### src/rtl/id_ex_pipe.sv
// ID/EX pipeline register for the 5-stage 16-bit CPU, with WB->ID bypass and load-use bubble insertion.
// Latency: ID->EX is 1 cycle; a load-use pair costs 2 cycles (one bubble).
// Backpressure: ex_ready=0 freezes all EX registers and raises id_stall; flush overrides both hold and hazard.
//
// Ports:
//   clk, rst                      clock (rising edge), asynchronous active-high reset
//   id_valid/src1/src2/dst/wen/memrd/data1/data2/imm   decode-slot instruction and register file operands
//   ex_ready                      EX can accept an instruction this cycle
//   flush                         branch/jump redirect, kills the EX slot
//   wb_dst/wb_wen/wb_data         writeback port, bypassed into the captured operands
//   id_stall                      combinational hold request for IF/ID and PC
//   ex_*                          registered EX-stage instruction fields
//   bubble_cnt                    saturating count of load-use bubbles (only with ID_EX_BUBBLE_COUNT_EN)
//
// Build option: define ID_EX_BUBBLE_COUNT_EN to add the bubble_cnt output.
module id_ex_pipe #(
  parameter int DATA_W = 16,
  parameter int REG_AW = 4
) (
  input  logic              clk,
  input  logic              rst,
  input  logic              id_valid,
  input  logic [REG_AW-1:0] id_src1,
  input  logic [REG_AW-1:0] id_src2,
  input  logic [REG_AW-1:0] id_dst,
  input  logic              id_wen,
  input  logic              id_memrd,
  input  logic [DATA_W-1:0] id_data1,
  input  logic [DATA_W-1:0] id_data2,
  input  logic [DATA_W-1:0] id_imm,
  input  logic              ex_ready,
  input  logic              flush,
  input  logic [REG_AW-1:0] wb_dst,
  input  logic              wb_wen,
  input  logic [DATA_W-1:0] wb_data,
  output logic              id_stall,
  output logic              ex_valid,
  output logic [REG_AW-1:0] ex_src1,
  output logic [REG_AW-1:0] ex_src2,
  output logic [REG_AW-1:0] ex_dst,
  output logic              ex_wen,
  output logic              ex_memrd,
  output logic [DATA_W-1:0] ex_data1,
  output logic [DATA_W-1:0] ex_data2,
  output logic [DATA_W-1:0] ex_imm
`ifdef ID_EX_BUBBLE_COUNT_EN
  ,
  output logic [15:0]       bubble_cnt
`endif
);

  typedef enum logic [1:0] {
    RUN    = 2'd0,
    HOLD   = 2'd1,
    BUBBLE = 2'd2
  } stateT;

  stateT             state;
  logic              hazard;
  logic [DATA_W-1:0] operand1;
  logic [DATA_W-1:0] operand2;

  // A load in EX whose result is needed by the decode-slot instruction.
  // While a bubble sits in EX, ex_valid=0 so at most one bubble per load.
  assign hazard = id_valid & ex_valid & ex_memrd & ex_wen & (ex_dst != '0) &
                  ((ex_dst == id_src1) | (ex_dst == id_src2));

  assign id_stall = hazard | ~ex_ready;

  // The register file writes at the same edge we capture, so a matching
  // writeback must be forwarded; r0 always reads as zero.
  always_comb begin
    operand1 = id_data1;
    if (id_src1 == '0)
      operand1 = '0;
    else if (wb_wen && (wb_dst == id_src1))
      operand1 = wb_data;
  end

  always_comb begin
    operand2 = id_data2;
    if (id_src2 == '0)
      operand2 = '0;
    else if (wb_wen && (wb_dst == id_src2))
      operand2 = wb_data;
  end

  always_ff @(posedge clk or posedge rst) begin
    if (rst) begin
      state    <= RUN;
      ex_valid <= 1'b0;
      ex_src1  <= '0;
      ex_src2  <= '0;
      ex_dst   <= '0;
      ex_wen   <= 1'b0;
      ex_memrd <= 1'b0;
      ex_data1 <= '0;
      ex_data2 <= '0;
      ex_imm   <= '0;
    end else if (flush) begin
      // Data fields are left as-is; they are meaningless once ex_valid drops.
      state    <= RUN;
      ex_valid <= 1'b0;
      ex_wen   <= 1'b0;
      ex_memrd <= 1'b0;
    end else if (!ex_ready) begin
      state <= HOLD;
    end else if (hazard) begin
      // Bubble into EX; the ID instruction stays upstream via id_stall.
      state    <= BUBBLE;
      ex_valid <= 1'b0;
      ex_wen   <= 1'b0;
      ex_memrd <= 1'b0;
    end else begin
      state    <= RUN;
      ex_valid <= id_valid;
      ex_src1  <= id_src1;
      ex_src2  <= id_src2;
      ex_dst   <= id_dst;
      ex_wen   <= id_wen;
      ex_memrd <= id_memrd;
      ex_data1 <= operand1;
      ex_data2 <= operand2;
      ex_imm   <= id_imm;
    end
  end

`ifdef ID_EX_BUBBLE_COUNT_EN
  always_ff @(posedge clk or posedge rst) begin
    if (rst)
      bubble_cnt <= '0;
    else if (!flush && ex_ready && hazard && (bubble_cnt != 16'hFFFF))
      bubble_cnt <= bubble_cnt + 16'd1;
  end
`endif

endmodule

### config.mk
export PLATFORM = sky130hd
export DESIGN_NAME = id_ex_pipe
export DESIGN_NICKNAME = d
export VERILOG_FILES = /design/src/rtl/id_ex_pipe.sv
export SDC_FILE = /design/constraint.sdc
export NUM_CORES = 1
export LEC_CHECK = 0
export CORE_ASPECT_RATIO = 1.25
export CORE_MARGIN = 2
export CORE_UTILIZATION = 43
export DETAILED_ROUTE_END_ITERATION = 6
export PLACE_DENSITY = 0.84
export SETUP_SLACK_MARGIN = 0.5
export SLEW_MARGIN = 0
export SYNTH_ARGS = -nofsm -noshare
export SYNTH_HDL_FRONTEND = slang
export SYNTH_SLANG_ARGS = --single-unit
### constraint.sdc
create_clock -name clk -period 3 [get_ports clk]
set_input_delay 0.45 -clock clk [delete_from_list [all_inputs] [get_ports clk]]
set_output_delay 0.45 -clock clk [all_outputs]
set_load 0.02 [all_outputs]
Word level (Yosys, flattened, before mapping)
Index checks and enable logic that the tools add are counted.
W data, S select, Z words.
{"block": "word_totals", "register_bits": 63, "in_bits": 88, "word_cells": 43}
{"block": "classes", "eq_ne": 4, "muxes": 13, "bitwise_logic": 10, "reduce_logical": 7}
{"op": "$mux W16", "count": 4}
{"op": "$eq A4 B4 Y1", "count": 4}
{"op": "$mux W1", "count": 9}
{"op": "$logic_not A4 Y1", "count": 2}
{"op": "$and A1 B1 Y1", "count": 5}
{"op": "$reduce_bool A4 Y1", "count": 1}
{"op": "$not A1 Y1", "count": 3}
{"op": "$reduce_and A3 Y1", "count": 1}
{"op": "$logic_and A1 B1 Y1", "count": 2}
{"op": "$or A1 B1 Y1", "count": 2}
{"op": "$reduce_bool A2 Y1", "count": 1}

Depth between registers and ports, before layout
{"block": "logic_depth", "depth_word": 8, "ltp_mapped": 7}

Worst setup path before layout
OpenSTA, ideal clock, no wires.
{"block": "synth_timing", "path_kind": "register to register", "start": "register ex_dst[1]", "end": "register ex_imm[0]", "setup_time_ns": 0.125, "t_arrival_ns": 1.779, "t_required_ns": 2.875, "slack_ns": 1.096, "path_stages_with_launch": 7, "n_path_buf": 1, "period_less_slack_ns": 1.904, "path_cell_list": "dfrtp_1 -> xor2_1 -> nor4_2 -> o21ai_4 -> nand2_4 -> buf_6 -> mux2_4"}
{"block": "synth_via", "elab_chain_cells": 5}
{"element": "start, declared", "line_no": "40", "text": "output logic [REG_AW-1:0] ex_dst,"}
{"element": "start signal, assigned", "line_no": "119", "text": "ex_dst <= id_dst;"}
{"element": "$eq A4 B4 Y1 or $reduce_bool A4 Y1 (tied branches)", "line_no": "66, 65"}
{"element": "$or A1 B1 Y1 or $and A1 B1 Y1 (tied branches)", "line_no": "66, 65"}
{"element": "$and A1 B1 Y1 (*)", "line_no": "65", "text": "assign hazard = id_valid & ex_valid & ex_memrd & ex_wen & (ex_dst != '0) &"}
{"element": "$not A1 Y1 (no line) (*)"}
{"element": "$reduce_and A3 Y1 (no line) (*)"}
{"element": "end signal, assigned", "line_no": "124", "text": "ex_imm <= id_imm;"}
{"element": "end, declared", "line_no": "45", "text": "output logic [DATA_W-1:0] ex_imm"}
Every way passes the cells marked *; elsewhere a longest branch is shown, timed or not.
A chain may end at the register's enable or synchronous reset.

Worst setup path after layout
{"block": "layout_timing", "start": "input id_src2[0]", "end": "output id_stall"}
{"block": "layout_via", "elab_chain_cells": 4}
{"element": "start, declared", "line_no": "24", "text": "input logic [REG_AW-1:0] id_src2,"}
{"element": "$eq A4 B4 Y1", "line_no": "66", "text": "((ex_dst == id_src1) | (ex_dst == id_src2));"}
{"element": "$or A1 B1 Y1", "line_no": "66"}
{"element": "$and A1 B1 Y1", "line_no": "65"}
{"element": "$or A1 B1 Y1", "line_no": "68", "text": "assign id_stall = hazard | ~ex_ready;"}
{"element": "end, declared", "line_no": "36", "text": "output logic id_stall,"}
Every way passes these cells.

==> results.yml <==
layout:
  drive_gt1_frac: 0.2368
  finalNetCount: 463
  fin_util: 0.6955
  fill_cells: 569
  diodes: 0
  syn_to_final_growth_pct: 58.78
critical_path:
  critical_path.endpoint_type: "output pin"
  cp-start-kind: "primary input"
  reg2reg_from: "ex_dst[1]"
  worstSetupPathType: "primary input to output pin"
  crit_path_start: "id_src2[0]"
  critPathMaxFanout: 7
  cp.required_ns: 2.55
  cp_data_arrival_time_ns: 2.01
timing:
  max_freq_ghz: 0.4059
  worstMarginPinSlew_ns: 0.5882
  fin_ws_ns: 0.5365
  setup_viol: 0
  slew_viol_final: 0
  fin_skew_ns: 0.006171
  hold_slack_ns: 0.4860
  rsz0062_at_grt: "false"
  fin_crit_ns: 2.463
  relSlewSlack: 0.6073
  finalSetupTns_ns: 0
  fin_crit_sh: 0.8212
  hold_violations: 0
cts:
  cts.sinks: 63
  cts_buffers: 9
  path_clk_slew_ns: 0.07
  clk_path_buf_depth: 2
  htree_levels: 3
  cts_root_buf: "clkbuf_8"
  clkLatencyLatePin_ns: 0.33
  cts_tree: "built"
routing:
  num_vias: 2419
  wl_per_cell_um: 18.28
  drt_first_iter_violations: 90
  totalWireLength_mm: 8.629
  avgViaCountPerCell: 5.125
  ant_nets: 0
  drc: 0
  first_pass_iters: 4
synthesis:
  ys_seq_elements: 63
  synth_xor_area_frac: 0.04401
  synth.area.top_cells: "dfrtp_1 (50%), mux2_4 (12%), mux2i_1 (10%)"
  synth-simple-area-share: 0.05737
  synth_area_mm2: 0.003184
  ys_warn_count: 0
  synth_edf_count: 0
  yosys_most_used_dff: "dfrtp_1"
  synth_area_leader_cell: "dfrtp_1"
  synth_top_area_share: 0.4951
  async_reset_ff_frac: 1.000
  synth-seq-area-share: 0.4951
  synth_area_per_cell_um2: 15.31
  synthTopCellsByCount: "dfrtp_1 (63), mux2i_1 (32), mux2_4 (25)"
  yosysMostFrequentCell: "dfrtp_1"
  syn_inst: 208
  synth_compound_area_frac: 0.1391
  ys_types: 27
  synth_nets: 296
  synthMuxAreaShare: 0.2291
  synth_fa_ha_area_frac: 0
  synth_top_family_by_area: "multiplexers"
placed_design:
  dp_hpwl_mm: 6.503
  gp_congestion: 0.7684
  pre_cts_ws_ns: 0.1816
  port_buffers: 151
floorplan:
  fp.dieH_um: 100.2
  die_area_mm2: 0.008114
  io_pins: 152
  die_w_um: 80.97
  std_cell_rows: 35
  coreArea_mm2: 0.007269
  start_util: 0.4380
global_route:
  antenna_found_initial: 1
  grt_max_degree: 39
  grt_pass1_wl_mm: 13.50
  overflow: 0
  grt_use_total: 0.2184
  grt_pass1_vias: 2636
job:
  drv_cap: 0
status:
  outcome: "complete, no violations"
power:
  vdd_drop_max_mv: 0.2917
  powerDensity_mw_per_mm2: 529.2
  p_leak_uw: 0.002044
  finalPower_uw: 2676
hold_path:
  hp-class: "flop to flop"
  worstHoldStart: "ex_data2[13]"
==> report_power, final <==
part	total [uW]	internal, uW	switching, uW
Sequential	1050	966	87.6
Combinational	832	471	361
Clock	790	465	325
==> worst max-delay path: stages <==
cell and delay [ns]:
clkdlybuf4s50_1 0.50, xor2_1 0.20, nor4_2 0.37, o21ai_4 0.14
nand2_1 0.09, clkdlybuf4s15_2 0.26
==> repair_timing <==
item,4_1_cts,5_1_grt
gates resized for setup,3,1
endpoints found under the setup margin,1,1
setup buffers,0,4
pin swaps,1,3
hold buffers,0,0
==> final timing paths <==
check	slack, ns	to	cells past startpoint
setup / recovery	0.54	id_stall	6
max in group asynchronous	1.89	ex_data1[4]	3
setup reg to reg	0.75	ex_imm[9]	7
hold reg to reg	0.49	ex_data2[13]	1
hold / removal	0.49	ex_data2[13]	1
min in group asynchronous	0.50	ex_imm[7]	2
==> cell families (layout without fill, tap and decap cells) <==
kind of cell              after synthesis  in the layout
AOI/OAI and AO/OA                      36             36
xor gates and xnor gates               16             16
buffers and inverters                  11            183
DFF                                    63             63
muxes                                  60             60
and+or+nand+nor                        22             22
==> cell type report <==
type	instances	area (um2)	share of cell area
clock buffers	10	127.6	0.02524
clock inverters	6	85.08	0.01683
inverters	1	3.754	0.0007424
multi-input cells	134	1495	0.2957
flip-flops and latches	63	1577	0.3118
well taps	92	115.1	0.02277
repair buffers	166	1653	0.3269
==> state kept, by name, summed over array words and instances (netlist names) <==
| signal | count |
|---|---|
| ex_src2 | 4 |
| ex_valid | 1 |
| ex_src1 | 4 |
| ex_data2 | 16 |
| ex_memrd | 1 |
| ex_data1 | 16 |
| ex_imm | 16 |
| ex_dst | 4 |
| ex_wen | 1 |
==> metal layers <==
layer,vias up,part of all wire,global-route usage,wire length (um)
li1,1109,-,-,-
met1,1188,0.39,0.2534,3362
met2,103,0.50,0.3764,4315
met3,19,0.089,0.05845,765
met4,0,0.021,0.09126,184
met5,-,0,0,0
==> cell usage in the layout, fill, tap and decap left out, types with 2 or more instances in the layout <==
master           Yosys  final
buf_4                2     13
a21oi_1              3      3
nor4_4               2      2
buf_12               0      2
nor4_2               2      2
nand3_1              3      3
xor2_1              14     14
mux2i_1             32     32
clkdlybuf4s50_1      0    149
nand3_2              2      2
clkbuf_8             0      9
o2bb2ai_2           21     21
clkinvlp_4           0      2
o2bb2ai_1           11     11
bufinv_16            0      2
mux2_2               3      3
dfrtp_1             63     63
nand2_1              3      3
nand2b_1             3      3
mux2_4              25     25
xnor2_1              2      2
clkinv_2             0      2
==> through the flow <==
step | std cells | cell area (um2)
2_1_floorplan | 208 | 3184
3_3_place_gp | 452 | 4810
3_5_place_dp | 452 | 4810
4_1_cts | 468 | 5024
5_1_grt | 472 | 5056
6_report | 472 | 5056
Power figures use the tool's default switching activity.
==> RTL change (same settings) <==
The option `ID_EX_BUBBLE_COUNT_EN` is turned on by a define.
--- a/src/rtl/id_ex_pipe.sv
+++ b/src/rtl/id_ex_pipe.sv
@@ -13,6 +13,8 @@
 //   bubble_cnt                    saturating count of load-use bubbles (only with ID_EX_BUBBLE_COUNT_EN)
 //
 // Build option: define ID_EX_BUBBLE_COUNT_EN to add the bubble_cnt output.
+`define ID_EX_BUBBLE_COUNT_EN
+
 module id_ex_pipe #(
   parameter int DATA_W = 16,
   parameter int REG_AW = 4
Function (old outputs only; new: bubble_cnt): kept (Yosys induction, for registers that start in step).
==> RTL change against the original RTL <==
- setup slack better by 0.067 ns
- sequential share of layout area is 1.1 points higher
- sequential cell count is 16 higher
- combinational power is 5.5% higher
- non-clock buffer count is 10 higher
- power is 18% higher
- final area is 21% higher
- critical path depth is 2 higher
- clock skew is 0.0024 ns higher
- sequential power is 22% higher
- wire length is 24% higher
- clock power is 26% higher
- via count is 31% higher
- synthesized area is 29% higher
==> RTL change: results (changes against the original RTL) <==
* Crit. Startpoint: id_src1[2]
* Worst slew margin at 52.4% (-8.3 points)
* GRT met2 Usage at 35.4% (-2.2 points)
* Layout cells sized above 1 at 15.3% (-8.4 points)
* P_leak at 2.67 nW (+31%)
* Flip-flop and latch share of the layout cell area at 32.3% (+1.1 points)
* Top post-synthesis cells by area: dfrtp_1 48%, mux2_4 15%, mux2i_1 7.8%, xor2_1 5.8%, nand2_1 3.7%
* CP max stage delay at 0.61 ns (+0.11 ns)
* Number of global-route vias before repair at 3372 (+28%)
* VDD IR max at 0.287 mV (-1.6%)
* Placed Instances at 605 (+34%)
* Multi-input gate area at 1930 um^2 (+29%)
* GR Util met3 at 4.13% (-1.7 points)
* Data arrival time of the critical path at 2.61 ns (+0.60 ns)
* Compound-cell area share of the yosys netlist at 4.45% (-9.5 points)
* R2r setup slk at 0.84 ns (+0.09 ns)
* Final #Nets at 582 (+26%)
* Final Non-Filler Cells at 621 (+32%)
* Hold Slack at 0.484 ns (-0.00176 ns)
* Mux cell area share after synthesis at 23.8% (+0.90 points)
* Layout clock buffers at 13 (+3)
* Global-route wire length before repair at 17.5 mm (+30%)
* Met2 Wirelength at 5.34 mm (+24%)
* Post-Synth Adder-Cell Area at 0.305% (+0.30 points)
* Seq. cell area at 1980 um^2 (+25%)
* Max Freq at 0.417 GHz (+2.8%)
* Placed Area at 5860 um^2 (+22%)
* Routed wl met3 at 545 um (-29%)
* DR vias at 3167 (+31%)
* Die width at 91.4 um (+13%)
* I/O Buffers at 167 (+11%)
* Clk cell area share at 4.39% (+0.18 points)
* DP HPWL at 7.77 mm (+19%)
* Sequential area share after synthesis at 48.2% (-1.4 points)
* Hold_sp: ex_data2[0]$_DFFE_PP0P_
* Fill count at 702 (+23%)
* Non-clock buffer share at 28.9% (-3.8 points)
* Buffers excl. clock at 176 (+6.0%)
* Status: complete, no violations
* Yosys cell types at 39 (+44%)
* Final Routed Wirelength at 10.7 mm (+24%)
* Starting DRT DRC Count at 113 (+26%)
* Hold EP: ex_data2[0]$_DFFE_PP0P_
## RTL change: critical path: cells and delay by family
family	cells	cell delay, ns
XOR/XNOR	1	0.21
AO/OA/AOI/OAI	1	0.23
AND/OR/NAND/NOR	2	0.25
buffers and inverters	3	1.08
multiplexers	1	0.36
## RTL change: report_power, final
| part | switching [W] | internal [W] | leakage, nW |
|---|---|---|---|
| sequential | 0.0000856 | 0.00119 | 0.982 |
| combinational | 0.000380 | 0.000499 | 1.55 |
| clock | 0.000409 | 0.000582 | 0.134 |
## RTL change: what timing repair did
| action | in CTS | in global routing |
|---|---|---|
| resized for setup | 2 | 1 |
| endpoints found under the setup margin | 1 | 1 |
| pin swaps | 0 | 1 |
## RTL change: cells by family (layout without fill, tap and decap cells)
kind of cell | count (synthesis) | in the layout
compound gates | 22 | 22
flops | 79 | 79
mux | 77 | 77
simple gates | 94 | 94
xor+xnor | 28 | 28
fa+ha+maj | 1 | 1
buf+inv | 23 | 197
